`src/rtl/mem_ctrl_if.sv`:
```
// Bundle of the client request/response signals and the 8-bit memory bus
// seen by mem_ctrl; master is the controller's view, slave the environment's.
interface mem_ctrl_if;
  logic        rdy_in;
  logic [7:0]  mem_din;
  logic [7:0]  mem_dout;
  logic [31:0] mem_a;
  logic        mem_wr;
  logic        io_buffer_full;
  logic        flush;
  logic        if_valid;
  logic [31:0] if_addr;
  logic        if_done;
  logic [31:0] if_data;
  logic        ls_valid;
  logic        ls_wr;
  logic [1:0]  ls_size;
  logic [31:0] ls_addr;
  logic [31:0] ls_wdata;
  logic        ls_done;
  logic [31:0] ls_rdata;

  modport master (
    input  rdy_in, mem_din, io_buffer_full, flush,
    input  if_valid, if_addr,
    input  ls_valid, ls_wr, ls_size, ls_addr, ls_wdata,
    output mem_dout, mem_a, mem_wr,
    output if_done, if_data, ls_done, ls_rdata
  );

  modport slave (
    output rdy_in, mem_din, io_buffer_full, flush,
    output if_valid, if_addr,
    output ls_valid, ls_wr, ls_size, ls_addr, ls_wdata,
    input  mem_dout, mem_a, mem_wr,
    input  if_done, if_data, ls_done, ls_rdata
  );
endinterface

```
`src/rtl/mem_ctrl.sv`:
```
// Byte-serial memory controller: arbitrates fetch and load/store clients and
// splits their 1/2/4-byte accesses into single-byte cycles on the 8-bit bus.
module mem_ctrl #(
  parameter logic [1:0] IO_HI = 2'b11
) (
  input  logic       clk_in,
  input  logic       rst_in,
  mem_ctrl_if.master bus
);

  typedef enum logic [1:0] {IDLE, READ, WRITE, DONE} state_t;

  state_t      state, state_nx;
  logic        owner_ls;
  logic [1:0]  n_last;
  logic [1:0]  idx;
  logic        issued_all;
  logic        cap_valid;
  logic [1:0]  cap_idx;
  logic [31:0] rbuf, rbuf_nx;
  logic [23:0] wbuf;
  logic        accept, issue, io_block, final_cap;

  function automatic logic [1:0] size_last(input logic [1:0] sz);
    case (sz)
      2'd0:    return 2'd0;
      2'd1:    return 2'd1;
      default: return 2'd3;
    endcase
  endfunction

  always_ff @(posedge clk_in) begin
    if (rst_in) state <= IDLE;
    else        state <= state_nx;
  end

  // A read byte lands on mem_din one cycle after it was issued, so the capture
  // slot trails the issue slot and completion is decided by the capture side.
  always_comb begin
    state_nx  = state;
    accept    = 1'b0;
    issue     = 1'b0;
    io_block  = 1'b0;
    final_cap = 1'b0;
    rbuf_nx   = rbuf;
    if (cap_valid) rbuf_nx[{cap_idx, 3'b000} +: 8] = bus.mem_din;
    case (state)
      IDLE: begin
        if (bus.rdy_in && !bus.flush && (bus.if_valid || bus.ls_valid)) begin
          accept   = 1'b1;
          state_nx = (bus.ls_valid && bus.ls_wr) ? WRITE : READ;
        end
      end
      READ: begin
        issue     = bus.rdy_in && !issued_all;
        final_cap = cap_valid && (cap_idx == n_last);
        if (bus.flush)      state_nx = IDLE;
        else if (final_cap) state_nx = DONE;
      end
      WRITE: begin
        io_block = (bus.mem_a[17:16] == IO_HI) && bus.io_buffer_full;
        issue    = bus.rdy_in && !io_block;
        if (issue && (idx == n_last)) state_nx = DONE;
      end
      DONE:    state_nx = IDLE;
      default: state_nx = IDLE;
    endcase
  end

  assign bus.mem_wr  = (state == WRITE) && issue;
  assign bus.if_done = (state == DONE) && !owner_ls;
  assign bus.ls_done = (state == DONE) && owner_ls;

  // Address and write byte only advance on an issued byte, so a stall or a
  // blocked IO write simply keeps presenting the same byte.
  always_ff @(posedge clk_in) begin
    if (rst_in) begin
      bus.mem_a    <= '0;
      bus.mem_dout <= '0;
      bus.if_data  <= '0;
      bus.ls_rdata <= '0;
      owner_ls     <= 1'b0;
      n_last       <= '0;
      idx          <= '0;
      issued_all   <= 1'b0;
      cap_valid    <= 1'b0;
      cap_idx      <= '0;
      rbuf         <= '0;
      wbuf         <= '0;
    end else begin
      cap_valid <= (state == READ) && issue && !bus.flush;
      cap_idx   <= idx;
      if (accept) begin
        owner_ls   <= bus.ls_valid;
        bus.mem_a  <= bus.ls_valid ? bus.ls_addr : bus.if_addr;
        n_last     <= bus.ls_valid ? size_last(bus.ls_size) : 2'd3;
        idx        <= '0;
        issued_all <= 1'b0;
        rbuf       <= '0;
        if (bus.ls_valid && bus.ls_wr) begin
          bus.mem_dout <= bus.ls_wdata[7:0];
          wbuf         <= bus.ls_wdata[31:8];
        end
      end
      if (issue) begin
        if (idx == n_last) begin
          issued_all <= 1'b1;
        end else begin
          idx       <= idx + 2'd1;
          bus.mem_a <= bus.mem_a + 32'd1;
          if (state == WRITE) begin
            bus.mem_dout <= wbuf[7:0];
            wbuf         <= {8'h00, wbuf[23:8]};
          end
        end
      end
      if (state == READ) rbuf <= rbuf_nx;
      if (final_cap && !bus.flush) begin
        if (owner_ls) bus.ls_rdata <= rbuf_nx;
        else          bus.if_data  <= rbuf_nx;
      end
    end
  end

endmodule

```
`src/flat_wrapper.sv`:
```
// flat-port wrapper written by rule: the top's interface ports become plain ports
module mem_ctrl_flat 
#(
  parameter logic [1:0] IO_HI = 2'b11
)
  (clk_in, rst_in, bus_rdy_in, bus_mem_din, bus_io_buffer_full, bus_flush, bus_if_valid, bus_if_addr, bus_ls_valid, bus_ls_wr, bus_ls_size, bus_ls_addr, bus_ls_wdata, bus_mem_dout, bus_mem_a, bus_mem_wr, bus_if_done, bus_if_data, bus_ls_done, bus_ls_rdata);
  mem_ctrl_if bus_i ();
  input  logic clk_in;
  input  logic rst_in;
  input wire logic [$bits(bus_i.rdy_in)-1:0] bus_rdy_in;
  input wire logic [$bits(bus_i.mem_din)-1:0] bus_mem_din;
  input wire logic [$bits(bus_i.io_buffer_full)-1:0] bus_io_buffer_full;
  input wire logic [$bits(bus_i.flush)-1:0] bus_flush;
  input wire logic [$bits(bus_i.if_valid)-1:0] bus_if_valid;
  input wire logic [$bits(bus_i.if_addr)-1:0] bus_if_addr;
  input wire logic [$bits(bus_i.ls_valid)-1:0] bus_ls_valid;
  input wire logic [$bits(bus_i.ls_wr)-1:0] bus_ls_wr;
  input wire logic [$bits(bus_i.ls_size)-1:0] bus_ls_size;
  input wire logic [$bits(bus_i.ls_addr)-1:0] bus_ls_addr;
  input wire logic [$bits(bus_i.ls_wdata)-1:0] bus_ls_wdata;
  output wire logic [$bits(bus_i.mem_dout)-1:0] bus_mem_dout;
  output wire logic [$bits(bus_i.mem_a)-1:0] bus_mem_a;
  output wire logic [$bits(bus_i.mem_wr)-1:0] bus_mem_wr;
  output wire logic [$bits(bus_i.if_done)-1:0] bus_if_done;
  output wire logic [$bits(bus_i.if_data)-1:0] bus_if_data;
  output wire logic [$bits(bus_i.ls_done)-1:0] bus_ls_done;
  output wire logic [$bits(bus_i.ls_rdata)-1:0] bus_ls_rdata;
  assign bus_i.rdy_in = bus_rdy_in;
  assign bus_i.mem_din = bus_mem_din;
  assign bus_i.io_buffer_full = bus_io_buffer_full;
  assign bus_i.flush = bus_flush;
  assign bus_i.if_valid = bus_if_valid;
  assign bus_i.if_addr = bus_if_addr;
  assign bus_i.ls_valid = bus_ls_valid;
  assign bus_i.ls_wr = bus_ls_wr;
  assign bus_i.ls_size = bus_ls_size;
  assign bus_i.ls_addr = bus_ls_addr;
  assign bus_i.ls_wdata = bus_ls_wdata;
  assign bus_mem_dout = bus_i.mem_dout;
  assign bus_mem_a = bus_i.mem_a;
  assign bus_mem_wr = bus_i.mem_wr;
  assign bus_if_done = bus_i.if_done;
  assign bus_if_data = bus_i.if_data;
  assign bus_ls_done = bus_i.ls_done;
  assign bus_ls_rdata = bus_i.ls_rdata;
  mem_ctrl #(.IO_HI(IO_HI)) u_core (.clk_in(clk_in), .rst_in(rst_in), .bus(bus_i));
endmodule
```
`config.mk`:
```
export PLATFORM = sky130hd
export DESIGN_NAME = mem_ctrl_flat
export DESIGN_NICKNAME = d
export VERILOG_FILES = /design/src/rtl/mem_ctrl_if.sv /design/src/rtl/mem_ctrl.sv /design/src/flat_wrapper.sv
export SDC_FILE = /design/constraint.sdc
export NUM_CORES = 1
export LEC_CHECK = 0
export ABC_AREA = 1
export BUFFER_PORTS_ARGS = -buffer_cell sky130_fd_sc_hd__clkbuf_2
export CAP_MARGIN = 10
export CORE_ASPECT_RATIO = 0.7
export CORE_UTILIZATION = 45
export CTS_BUF_LIST = sky130_fd_sc_hd__clkbuf_8
export DETAILED_ROUTE_END_ITERATION = 8
export HOLD_SLACK_MARGIN = 0.06
export PLACE_DENSITY = 0.67
export SYNTH_ARGS = -nofsm -noshare
export SYNTH_HDL_FRONTEND = slang
export SYNTH_SLANG_ARGS = --single-unit
```
`constraint.sdc`:
```
create_clock -name clk_in -period 5.2 [get_ports clk_in]
set_clock_uncertainty 0.2 [all_clocks]
set_input_delay 1.04 -clock clk_in [delete_from_list [all_inputs] [get_ports clk_in]]
set_output_delay 1.04 -clock clk_in [all_outputs]
set_load 0.05 [all_outputs]
```
==> flow_metrics.tcl <==
set metrics [dict create \
    outcome "completed" \
    syn-num-nets 1558 \
    routabilityCongestion 0.924 \
    r2r-start "u_core.state[1]" \
    grt_max_degree 65 \
    die_w_um 172 \
    worst_pin_slew_ns 1.14 \
    synth_top_area_cell "dfxtp_1" \
    cap_violations 0 \
    cts.sinks 171 \
    cts-hold-fix-buffers 0 \
    numCtsBuffers 17 \
    drtIter0Drc 732 \
    clk_latency_ns 0.48 \
    dieArea_um2 20800 \
    fin_util 0.538 \
    wl_per_cell_um 13.8 \
    syn-cell-area_um2 9090 \
    slowest_delay_ns 0.67 \
    viasPerCell 4.97 \
    endpoint "bus_mem_wr" \
    cts_resized 0 \
    drtAntennaViolNets 0 \
    drive_gt1_frac 0.179 \
    clockBufferDepth 2 \
    reg2reg_slack_ns 2.02 \
    root_buffer "clkbuf_8" \
    ys_ff_latch 171 \
    num_vias 9382 \
    fin_nets 1730 \
    post_cts_buffers 0 \
    antenna_found_initial 1 \
    cts_tree "built" \
    port_buffers 220 \
    synth.top_cells.by_area "dfxtp_1 (38%), nand2_1 (21%), a21oi_1 (6.6%), nor2_1 (6.6%), nand3_1 (5.9%)" \
    post-route-period-util 0.686 \
    path_clk_slew_ns 0.09 \
    path_delay_family "adder cells" \
    vdd_drop_max_mv 0.121 \
    grt_pass1_vias 8253 \
    power.density_nw_per_um2 312 \
    io_pins 221 \
    path_buf_inv 2 \
    power.leakage_uw 0.00508 \
    cp_cell_sequence "inv_1 > ha_1 > nand3b_1 > nand2_1 > nand2_1 > nor2_1 > clkbuf_2" \
    htree_levels 4 \
    endpoint_kind "output pin" \
    track_usage 0.256 \
    period_minus_slack_ns 3.57 \
    setup-tns-final_ns 0 \
    reg2reg_depth 9 \
    crit_path_start "u_core.state[1]" \
    arrival_ns 2.33 \
    layout_common_cells "nand2_1 (511), clkbuf_2 (219), dfxtp_1 (171)" \
    timing.rr.end "u_core.wbuf[7]" \
    grt_pass1_wl_mm 41.8 \
    yosysUniqueCellTypes 35 \
    drc 0 \
    rsz0062_at_grt "no" \
    ys_warn_count 0 \
    nFillCells 2089 \
    core_um2 19800 \
    crit_required_ns 3.96 \
    routed_wl_mm 26.0 \
    relSlewSlack 0.239 \
    antennaDiodeCount 0 \
    initial_utilization 0.459 \
    fmax_mhz 280 \
    finalSetupViolations 0 \
    slowest_stage "ha_1" \
    die_h_um 121 \
    slew_viol_final 0 \
    worstSetupPathType "reg2out" \
    start_kind "register" \
    cp.depth 7 \
    layout_commonest_cell "nand2_1" \
    yosysSeqAreaShare 0.377 \
    crit_path_frequent_cell "nand2_1" \
    hpwl_mm 18.3 \
    syn_inst 1434 \
    hold_violations 0 \
    rows 43 \
    cp_max_fo 16 \
    synth.top_cell.area_share 0.377 \
    grt-ovfl-total 0 \
    drt_pre_antenna_iters 6 \
    area_delta_synth_final_pct 17.2 \
    avgSynthCellArea_um2 6.34 \
    hp-class "reg2reg" \
    holdCritStartpoint "u_core.bus.if_data[5]" \
]
==> metal layers <==
layer | up-vias | track usage | share of wire
met5 | - | 0 | 0
li1 | 4869 | - | -
met3 | 26 | 0.0564 | 0.076
met2 | 305 | 0.363 | 0.40
met1 | 4182 | 0.382 | 0.51
met4 | 0 | 0.0725 | 0.013
==> where the power goes <==
part	leakage, uW	total, uW	switching (uW)	internal, uW
logic	0.00346	781	563	218
registers	0.00138	1460	86.4	1380
clock network	0.000230	1080	534	549
==> synthesized netlist by cell type <==
cell type / count
ha_1: 10
nand2_4: 1
buf_1: 5
nor3_4: 2
nor2_4: 1
clkinv_1: 1
dfxtp_1: 171
nor2_1: 160
xor2_1: 9
or2_1: 4
xnor2_1: 6
nand3_2: 2
a21oi_1: 120
nand3_1: 108
inv_1: 106
buf_6: 13
buf_2: 25
nand2_1: 511
o21ai_0: 94
o21ai_1: 2
nor2_2: 5
clkbuf_2: 2
nor3_2: 1
mux2i_1: 2
buf_4: 5
nor3_1: 1
inv_2: 5
nand3b_1: 3
nand4_1: 19
nand2_2: 3
nand4_4: 1
clkbuf_1: 29
or2_2: 5
nor3b_1: 1
nand4_2: 1
==> flip-flops by register name (all words and copies together), names as in the netlist, 8 cells and up <==
signal	cells
u_core.rbuf	32
u_core.bus.mem_a	32
u_core.wbuf	24
u_core.bus.if_data	32
u_core.bus.mem_dout	8
u_core.bus.ls_rdata	32
==> area by class of cell <==
| type | count | area (um2) | share of cell area |
|---|---|---|---|
| clock inverter | 14 | 206 | 0.0194 |
| sequential | 171 | 3420 | 0.321 |
| multi-input combinational | 1072 | 4800 | 0.451 |
| clock buffer | 18 | 248 | 0.0233 |
| tap | 270 | 338 | 0.0317 |
| timing repair buffer | 232 | 1210 | 0.114 |
| inverter | 112 | 420 | 0.0395 |
==> cells by family after synthesis <==
logic type | count (synthesis) | share of synthesized area
AO/OA/AOI/OAI | 216 | 0.119
flip-flops | 171 | 0.377
AND/OR/NAND/NOR | 829 | 0.378
buffers and inverters | 191 | 0.0954
multiplexers | 2 | 0.00220
XOR/XNOR | 15 | 0.0145
adder cells (fa/ha/maj) | 10 | 0.0138
==> worst register-to-register path: stages (launching register included) <==
cell and delay (ns):
dfxtp_1 0.34, inv_1 0.10, ha_1 0.67, nand3b_1 0.13
nand2_1 0.16, nand4_1 0.70, buf_4 0.53, nand2_1 0.10
nand2_1 0.05, nor2_1 0.13
==> through the flow <==
| step | instance area (um2) | hold WS, ns | setup slack (ns) | power, uW | cells |
|---|---|---|---|---|---|
| 2_1_floorplan | 9090 | 0.240 | 1.84 | 2070 | 1434 |
| 3_3_place_gp | 10200 | 0.247 | 1.95 | 2260 | 1856 |
| 3_5_place_dp | 10200 | 0.252 | 1.88 | 2270 | 1856 |
| 4_1_cts | 10600 | 0.266 | 1.61 | 3350 | 1888 |
| 5_1_grt | 10700 | 0.274 | 1.47 | 3510 | 1889 |
| 6_report | 10700 | 0.263 | 1.63 | 3330 | 1889 |
==> worst min-delay path by stage <==
stage	endpoint	slack, ns	cells after the start
after global placement	u_core.rbuf[8]	0.25	2
after detailed placement	u_core.bus.if_data[31]	0.25	2
final	u_core.bus.if_data[5]	0.26	2
after floorplan	u_core.rbuf[8]	0.24	2
after global routing	u_core.bus.if_data[5]	0.27	2
after CTS	u_core.bus.if_data[31]	0.27	2
(Power assumes the default switching activity.)
